## src/rtl/count_frame_tx_if.sv

```systemverilog
// Stream and snapshot-request bundle between the dual event counter, the frame
// transmitter and the byte sink.
// master: frame transmitter side (takes counts/request/ready, drives the byte stream)
// slave : counter + sink side
interface count_frame_tx_if;
    logic [63:0] cnt0;
    logic [63:0] cnt1;
    logic        req;
    logic        tx_ready;
    logic [7:0]  tx_data;
    logic        tx_valid;
    logic        tx_last;
    logic        busy;
    logic        overrun;

    modport master (
        input  cnt0, cnt1, req, tx_ready,
        output tx_data, tx_valid, tx_last, busy, overrun
    );

    modport slave (
        output cnt0, cnt1, req, tx_ready,
        input  tx_data, tx_valid, tx_last, busy, overrun
    );
endinterface

```

## src/rtl/count_frame_tx.sv

```systemverilog
// count_frame_tx: snapshots two 64-bit counts on request and streams them as a
// byte frame (header, Cnt0 x8, Cnt1 x8, optional checksum) over valid/ready.
// Optional feature macro: COUNT_FRAME_CSUM_EN appends an XOR checksum byte.
module count_frame_tx #(
    parameter logic [7:0] HEADER    = 8'hA5,
    parameter bit         MSB_FIRST = 1'b0
) (
    input  logic             clk_i,
    input  logic             rst_i,
    count_frame_tx_if.master tx_if
);

    typedef enum logic [2:0] {
        IDLE,
        HDR,
        C0,
`ifdef COUNT_FRAME_CSUM_EN
        C1,
        CSUM
`else
        C1
`endif
    } state_t;

    state_t      state_q;
    logic [2:0]  idx_q;
    logic [63:0] snap0_q, snap1_q;
    logic [7:0]  tx_data_q;
    logic        tx_valid_q, tx_last_q, overrun_q;
`ifdef COUNT_FRAME_CSUM_EN
    logic [7:0]  csum_q;
`endif

    logic       hs, accept;
    logic [2:0] idx_d;

    // Byte k of a count in wire order.
    function automatic logic [7:0] byte_sel(input logic [63:0] v, input logic [2:0] k);
        logic [2:0] s;
        s = MSB_FIRST ? (3'd7 - k) : k;
        return v[{s, 3'b000} +: 8];
    endfunction

    assign hs     = tx_valid_q && tx_if.tx_ready;
    // A new frame may start from IDLE or exactly as the final byte leaves.
    assign accept = tx_if.req && ((state_q == IDLE) || (hs && tx_last_q));
    assign idx_d  = idx_q + 3'd1;

    // Frame sequencer: all stream outputs are registered and preloaded with the next byte.
    always_ff @(posedge clk_i or posedge rst_i) begin
        if (rst_i) begin
            state_q    <= IDLE;
            idx_q      <= 3'd0;
            snap0_q    <= '0;
            snap1_q    <= '0;
            tx_data_q  <= '0;
            tx_valid_q <= 1'b0;
            tx_last_q  <= 1'b0;
            overrun_q  <= 1'b0;
`ifdef COUNT_FRAME_CSUM_EN
            csum_q     <= '0;
`endif
        end else if (accept) begin
            snap0_q    <= tx_if.cnt0;
            snap1_q    <= tx_if.cnt1;
            state_q    <= HDR;
            idx_q      <= 3'd0;
            tx_data_q  <= HEADER;
            tx_valid_q <= 1'b1;
            tx_last_q  <= 1'b0;
`ifdef COUNT_FRAME_CSUM_EN
            csum_q     <= '0;
`endif
        end else begin
            if (tx_if.req) overrun_q <= 1'b1;
            if (hs) begin
                case (state_q)
                    HDR: begin
                        state_q   <= C0;
                        idx_q     <= 3'd0;
                        tx_data_q <= byte_sel(snap0_q, 3'd0);
                    end
                    C0: begin
`ifdef COUNT_FRAME_CSUM_EN
                        csum_q <= csum_q ^ tx_data_q;
`endif
                        if (idx_q == 3'd7) begin
                            state_q   <= C1;
                            idx_q     <= 3'd0;
                            tx_data_q <= byte_sel(snap1_q, 3'd0);
                        end else begin
                            idx_q     <= idx_d;
                            tx_data_q <= byte_sel(snap0_q, idx_d);
                        end
                    end
                    C1: begin
`ifdef COUNT_FRAME_CSUM_EN
                        csum_q <= csum_q ^ tx_data_q;
`endif
                        if (idx_q == 3'd7) begin
                            idx_q <= 3'd0;
`ifdef COUNT_FRAME_CSUM_EN
                            // Checksum must include the byte leaving right now.
                            state_q   <= CSUM;
                            tx_data_q <= csum_q ^ tx_data_q;
                            tx_last_q <= 1'b1;
`else
                            state_q    <= IDLE;
                            tx_valid_q <= 1'b0;
                            tx_last_q  <= 1'b0;
`endif
                        end else begin
                            idx_q     <= idx_d;
                            tx_data_q <= byte_sel(snap1_q, idx_d);
`ifndef COUNT_FRAME_CSUM_EN
                            tx_last_q <= (idx_d == 3'd7);
`endif
                        end
                    end
`ifdef COUNT_FRAME_CSUM_EN
                    CSUM: begin
                        state_q    <= IDLE;
                        tx_valid_q <= 1'b0;
                        tx_last_q  <= 1'b0;
                    end
`endif
                    default: ;
                endcase
            end
        end
    end

    assign tx_if.tx_data  = tx_data_q;
    assign tx_if.tx_valid = tx_valid_q;
    assign tx_if.tx_last  = tx_last_q;
    assign tx_if.busy     = (state_q != IDLE);
    assign tx_if.overrun  = overrun_q;

endmodule

```

## src/flat_wrapper.sv

```systemverilog
// flat-port wrapper written by rule: the top's interface ports become plain ports
module count_frame_tx_flat 
#(
    parameter logic [7:0] HEADER    = 8'hA5,
    parameter bit         MSB_FIRST = 1'b0
)
  (clk_i, rst_i, tx_if_cnt0, tx_if_cnt1, tx_if_req, tx_if_tx_ready, tx_if_tx_data, tx_if_tx_valid, tx_if_tx_last, tx_if_busy, tx_if_overrun);
  count_frame_tx_if tx_if_i ();
  input  logic clk_i;
  input  logic rst_i;
  input wire logic [$bits(tx_if_i.cnt0)-1:0] tx_if_cnt0;
  input wire logic [$bits(tx_if_i.cnt1)-1:0] tx_if_cnt1;
  input wire logic [$bits(tx_if_i.req)-1:0] tx_if_req;
  input wire logic [$bits(tx_if_i.tx_ready)-1:0] tx_if_tx_ready;
  output wire logic [$bits(tx_if_i.tx_data)-1:0] tx_if_tx_data;
  output wire logic [$bits(tx_if_i.tx_valid)-1:0] tx_if_tx_valid;
  output wire logic [$bits(tx_if_i.tx_last)-1:0] tx_if_tx_last;
  output wire logic [$bits(tx_if_i.busy)-1:0] tx_if_busy;
  output wire logic [$bits(tx_if_i.overrun)-1:0] tx_if_overrun;
  assign tx_if_i.cnt0 = tx_if_cnt0;
  assign tx_if_i.cnt1 = tx_if_cnt1;
  assign tx_if_i.req = tx_if_req;
  assign tx_if_i.tx_ready = tx_if_tx_ready;
  assign tx_if_tx_data = tx_if_i.tx_data;
  assign tx_if_tx_valid = tx_if_i.tx_valid;
  assign tx_if_tx_last = tx_if_i.tx_last;
  assign tx_if_busy = tx_if_i.busy;
  assign tx_if_overrun = tx_if_i.overrun;
  count_frame_tx #(.HEADER(HEADER), .MSB_FIRST(MSB_FIRST)) u_core (.clk_i(clk_i), .rst_i(rst_i), .tx_if(tx_if_i));
endmodule
```

## config.mk

```make
export PLATFORM = sky130hd
export DESIGN_NAME = count_frame_tx_flat
export DESIGN_NICKNAME = d
export VERILOG_FILES = /design/src/rtl/count_frame_tx_if.sv /design/src/rtl/count_frame_tx.sv /design/src/flat_wrapper.sv
export SDC_FILE = /design/constraint.sdc
export NUM_CORES = 1
export LEC_CHECK = 0
export ABC_CLOCK_PERIOD_IN_PS = 4600
export CORE_ASPECT_RATIO = 2
export CORE_MARGIN = 1.5
export CORE_UTILIZATION = 46
export DETAILED_ROUTE_END_ITERATION = 10
export GPL_ROUTABILITY_DRIVEN = 0
export GPL_TIMING_DRIVEN = 1
export HOLD_SLACK_MARGIN = 0.12
export PLACE_DENSITY = 0.76
export SKIP_LAST_GASP = 1
export SLEW_MARGIN = 30
export SYNTH_ARGS = -nofsm -noshare
export SYNTH_HDL_FRONTEND = slang
export SYNTH_SLANG_ARGS = --single-unit
```

## constraint.sdc

```tcl
create_clock -name clk_i -period 4.6 [get_ports clk_i]
set_clock_uncertainty 0.15 [all_clocks]
set_input_delay 0.69 -clock clk_i [delete_from_list [all_inputs] [get_ports clk_i]]
set_output_delay 0.69 -clock clk_i [all_outputs]
set_load 0.1 [all_outputs]
```

Word level (Yosys, flattened, before mapping):

Cells that the tools add are included.

* reduce and logical (&&, ||, !) cells: 18
* $add $sub $neg: 1
* bitwise operators: 1
* equal/unequal tests: 8
* shifts and indexed selects: 2
* mux-type cells: 22

Operators with widths (number)
* $shiftx 64x7->8: 2
* $mux 8: 4
* $pmux 8 s3: 1
* $mux 3: 7
* $pmux 3 s3: 1
* $mux 1: 8
* $eq 3x2->1 const B: 2
* $eq 3x3->1 const B: 2
* $ne 3x1->1 const B: 2
* $pmux 3 s2: 1
* $reduce_and 2->1: 3
* $reduce_and 3->1: 2
* $reduce_bool 2->1: 3
* $reduce_bool 3->1: 2
* $reduce_and 4->1: 1
* $reduce_bool 4->1: 1
* $add 3x1->3 const B: 1
* $eq 3x1->1 const B: 1
* $logic_and 1x1->1: 3
* $logic_not 3->1: 1
* $ne 3x2->1 const B: 1
* $reduce_or 2->1: 1
* $logic_or 1x1->1: 1
* $not 1->1: 1

* word-level logic and storage cells: 60
* input port bits: 132
* register bits: 145
* output and inout bits: 12

Depth between registers and ports, before layout:

* word-level depth: 6
* mapped depth: 10
* mapped depth without buffers: 6

Worst setup path before layout:

OpenSTA, ideal clock, no wires.

* path type: register to register
* start point: register u_core.idx_q[0]
* end point: register u_core.tx_data_q[1] (netlist: u_core.tx_if.tx_data[1])
* clock period less this slack: 2.424 ns
* slack: 2.176 ns
* data arrival time: 2.153 ns
* stages on the path, launching flop included: 11
* library setup time: 0.121 ns
* buffers on the path: 4
* data required time: 4.329 ns
* cell sequence: dfrtp_1 > buf_6 > buf_2 > buf_2 > inv_1 > ha_1 > clkbuf_1 > or2_2 > o22ai_1 > o2111ai_1 > o211a_1

* cells in the longest elaborated chain, start to end: 6
* elaborated cells between the ends (all ways): 11
* those cells by class: add/sub (1); eq/ne (2); shift (2); mux (5); reduce/logical (1)

Ends and longest elaborated chain
* from (decl): RTL line count_frame_tx.sv:26 `logic [2:0] idx_q;`
* from (signal assigned): RTL line count_frame_tx.sv:92 `idx_q <= idx_d;`
* from (signal assigned): RTL line count_frame_tx.sv:113 `idx_q <= idx_d;`
* $add 3x1->3: RTL line count_frame_tx.sv:47 `assign idx_d = idx_q + 3'd1;`
* $shiftx 64x7->8: RTL line count_frame_tx.sv:41 `return v[{s, 3'b000} +: 8];`
* $mux 8, on equally long branches: RTL line count_frame_tx.sv:100, count_frame_tx.sv:87
* $pmux 8 s3: RTL line count_frame_tx.sv:77 `case (state_q)`
* $mux 8: RTL line count_frame_tx.sv:76 `if (hs) begin`
* $mux 8: RTL line count_frame_tx.sv:63 `end else if (accept) begin`
* to (signal assigned): RTL line count_frame_tx.sv:81 `tx_data_q <= byte_sel(snap0_q, 3'd0);`
* to (signal assigned): RTL line count_frame_tx.sv:90 `tx_data_q <= byte_sel(snap1_q, 3'd0);`
* to (signal assigned): RTL line count_frame_tx.sv:114 `tx_data_q <= byte_sel(snap1_q, idx_d);`
* to (decl): RTL line count_frame_tx.sv:28 `logic [7:0] tx_data_q;`

Several ways; a longest one is shown, not always the timed one. The select of a mux whose other input is x is not followed.
A chain may end at the register's enable or synchronous reset.

Final worst setup path:

* start point: register u_core.idx_q[0]
* end point: register u_core.tx_data_q[6] (netlist: u_core.tx_if.tx_data[6])

The elaborated chain is that of the path after synthesis.

==> results.json <==
{
  "synth-main-ff-cell": "dfrtp_1",
  "antenna_found_initial": 0,
  "synthSimpleGateAreaFrac_pct": 25.5,
  "max_freq_ghz": 0.299,
  "die_h_um": 175,
  "ir_drop_uv": 231,
  "cellPowerDensity_nw_per_um2": 315,
  "synth_cells": 731,
  "top_layer_used": "met4",
  "seq_area_frac_synth_pct": 53.2,
  "path_class": "reg2reg",
  "crit_fanout": 35,
  "initial_core_util_pct": 47.2,
  "core-area_um2": 14400,
  "wl_met3_um": 699,
  "rsz0062_at_grt": "false",
  "grt_overflow": 0,
  "routed_wl_mm": 19.0,
  "synth_fp_nets": 869,
  "hold_viol": 0,
  "netlist_area_um2": 6770,
  "p_comb_share_pct": 5.0,
  "num_rows": 62,
  "p_sw_uw": 582,
  "clkPwrFrac_pct": 49.7,
  "route.met2.wl_mm": 10.6,
  "dp_hpwl_mm": 13.8,
  "ys_seq_elements": 144,
  "dieArea_um2": 15500,
  "min_path_type": "reg2reg",
  "async_flop_share_pct": 100,
  "status": "finished, final reports clean",
  "dieWidth_um": 88.8,
  "post_cts_buffers": 0,
  "period_minus_slack_ns": 3.35,
  "cts.path.max_buffers": 2,
  "grt_pass1_wl_mm": 29.8,
  "relSlewSlack_pct": 34.5,
  "slew_violations": 0,
  "critPathCaptureType": "flip-flop",
  "dr.pass1.iters": 6,
  "swShare_pct": 20.8,
  "synth_compound_gate_area_share_pct": 5.25,
  "drtIter0Drc": 465,
  "n_fill_cell": 1196,
  "ys_warn_count": 0,
  "synth_fa_ha_area_share_pct": 1.11,
  "synthToLayoutAreaGrowth_pct": 31.1,
  "clock-sinks": 144,
  "first_global_vias": 5804,
  "ctsHoldBuffers": 0,
  "ctsHtreeMaxLevel": 4,
  "yosys.area.top_type": "dfrtp_1",
  "drive_above_1_share_pct": 7.04,
  "startpoint_type": "flip-flop",
  "cap_violations": 0,
  "num_antenna_cells": 0,
  "synth_top_family_by_area": "simple AND/OR/NAND/NOR gates",
  "setup-tns-final_ns": 0,
  "internal-power_uw": 2220,
  "leakage_uw": 0.00443,
  "crit_required_ns": 4.75,
  "drt-met1-wl_mm": 6.29,
  "synthDistinctLibCells": 38,
  "p_seq_share_pct": 45.2,
  "grt_max_degree": 125,
  "viasPerCell": 5.33,
  "crit_arrival_ns": 3.50,
  "clk_pin_slew_ns": 0.06,
  "ios": 144,
  "routedWlPerCell_um": 17.9,
  "vias": 5638,
  "finalSetupViolCount": 0,
  "drc": 0,
  "final_nets": 992,
  "final_antenna_net_count": 0,
  "cts_resized": 0,
  "synth_top_cell_area_share_pct": 53.2,
  "power.total_uw": 2800,
  "ys_top_cells_by_area": "dfrtp_1 53%, nand2_1 22%, mux4_2 5.3%",
  "cts_tree": "done",
  "cts_root_buffer": "clkbuf_16",
  "numCtsBuffers": 17,
  "synth_edf_count": 0,
  "worst_pin_slew_ns": 0.979,
  "grt_use_total_pct": 26.1,
  "clk_latency_ns": 0.42,
  "synth-xor-area-share_pct": 0,
  "io_buffer_count": 143,
  "synth.area.mux_share_pct": 11.0,
  "yosysMostFrequentCell": "nand2_1",
  "synthTopCellsByCount": "393 x nand2_1, 144 x dfrtp_1, 23 x clkbuf_1",
  "fin_crit_sh_pct": 72.7,
  "avgSynthCellArea_um2": 9.27
}
==> state kept, by name (all words and copies together) (netlist names) <==
name / flops
u_core.snap1_q: 64
u_core.idx_q: 3
u_core.state_q: 2
u_core.tx_if.tx_last: 1
u_core.snap0_q: 64
u_core.tx_if.overrun: 1
u_core.tx_if.tx_valid: 1
u_core.tx_if.tx_data: 8
==> final timing paths <==
check	to	cells after the start	start	slack, ns
worst max-delay path	u_core.tx_if.tx_data[6]	7	u_core.idx_q[0]	1.25
worst min-delay path	u_core.tx_if.overrun	1	u_core.tx_if.overrun	0.32
worst max register to register	u_core.tx_if.tx_data[6]	7	u_core.idx_q[0]	1.25
worst min register to register	u_core.tx_if.overrun	1	u_core.tx_if.overrun	0.32
max in group asynchronous	u_core.snap1_q[12]	3	rst_i	2.79
min in group asynchronous	u_core.snap0_q[3]	2	rst_i	0.50
==> layout by cell type, fill, tap and decap left out, types with 3 or more instances in the layout <==
cell type        Yosys  routed
clkbuf_16            0      17
clkinv_4             0       3
o2111ai_1            4       4
nor2_1               7       7
buf_4                2       6
a22oi_1             12      12
mux2i_1             16      16
bufinv_16            0       3
nor3_1               5       5
clkdlybuf4s50_1      0     143
nor2b_1              4       3
o21ai_0              4       4
inv_1                6       5
nor3b_1              5       5
ha_1                 6       5
o211a_1              5       5
nand2_1            393     393
mux4_1               8       8
dfrtp_1            144     143
mux4_2              16      16
a21oi_1              8       8
a31oi_1              9       9
clkinv_2             0       3
and3_1               4       4
o22ai_1              4       4
clkinvlp_4           0       3
nand2b_1             5       4
nand3_1             10      10
==> logic make-up (layout without fill, tap and decap cells) <==
kind of cell	Yosys count	in the layout
muxes	41	41
adders and majority gates	6	6
and+or+nand+nor	438	438
DFF	144	144
buffers and inverters	52	187
AOI/OAI and AO/OA	50	50
==> metrics by stage <==
| step | cells | utilization [%] | instance area (um2) | setup WS [ns] | hold slack, ns |
|---|---|---|---|---|---|
| 6_report | 1058 | 61.9 | 8880 | 1.25 | 0.320 |
| 5_1_grt | 1058 | 61.9 | 8880 | 1.04 | 0.347 |
| 4_1_cts | 1058 | 61.9 | 8880 | 1.24 | 0.325 |
| 3_5_place_dp | 1027 | 57.7 | 8290 | 1.25 | 0.310 |
| 3_3_place_gp | 1027 | 57.7 | 8290 | 1.34 | 0.304 |
| 2_1_floorplan | 731 | - | 6780 | 1.95 | 0.287 |
==> layout make-up <==
cell class / count / area (um2) / share of cell area [%]
multi-input cells: 535 / 2920 / 32.9
clock inverters: 13 / 164 / 1.85
inverters: 6 / 26.3 / 0.296
clock buffers: 18 / 429 / 4.83
well taps: 192 / 240 / 2.71
repair buffers: 150 / 1500 / 16.9
flip-flops and latches: 144 / 3600 / 40.6
==> routing by layer <==
layer / vias up / GRT usage (%)
met5: - / 0
met4: 0 / 17.3
met3: 74 / 3.87
met2: 213 / 47.2
met1: 2715 / 26.6
li1: 2636 / -
==> worst max-delay path, cell delays in order (launching register included) <==
cell	delay, ns
dfrtp_2	0.70
ha_1	0.35
ha_2	0.81
buf_4	0.37
mux4_2	0.34
a22oi_1	0.21
o2111ai_1	0.13
o211a_1	0.15
==> power by group through the flow <==
stage               sequential, uW  clock, uW  combinational [uW]
finish                        1270       1390                 141
global route                  1270       1470                 153
CTS                           1270       1410                 143
detailed placement            1290          0                 142
global placement              1290          0                 141
floorplan                     1290          0                20.0
No activity file was read; power rests on OpenSTA's default activity.
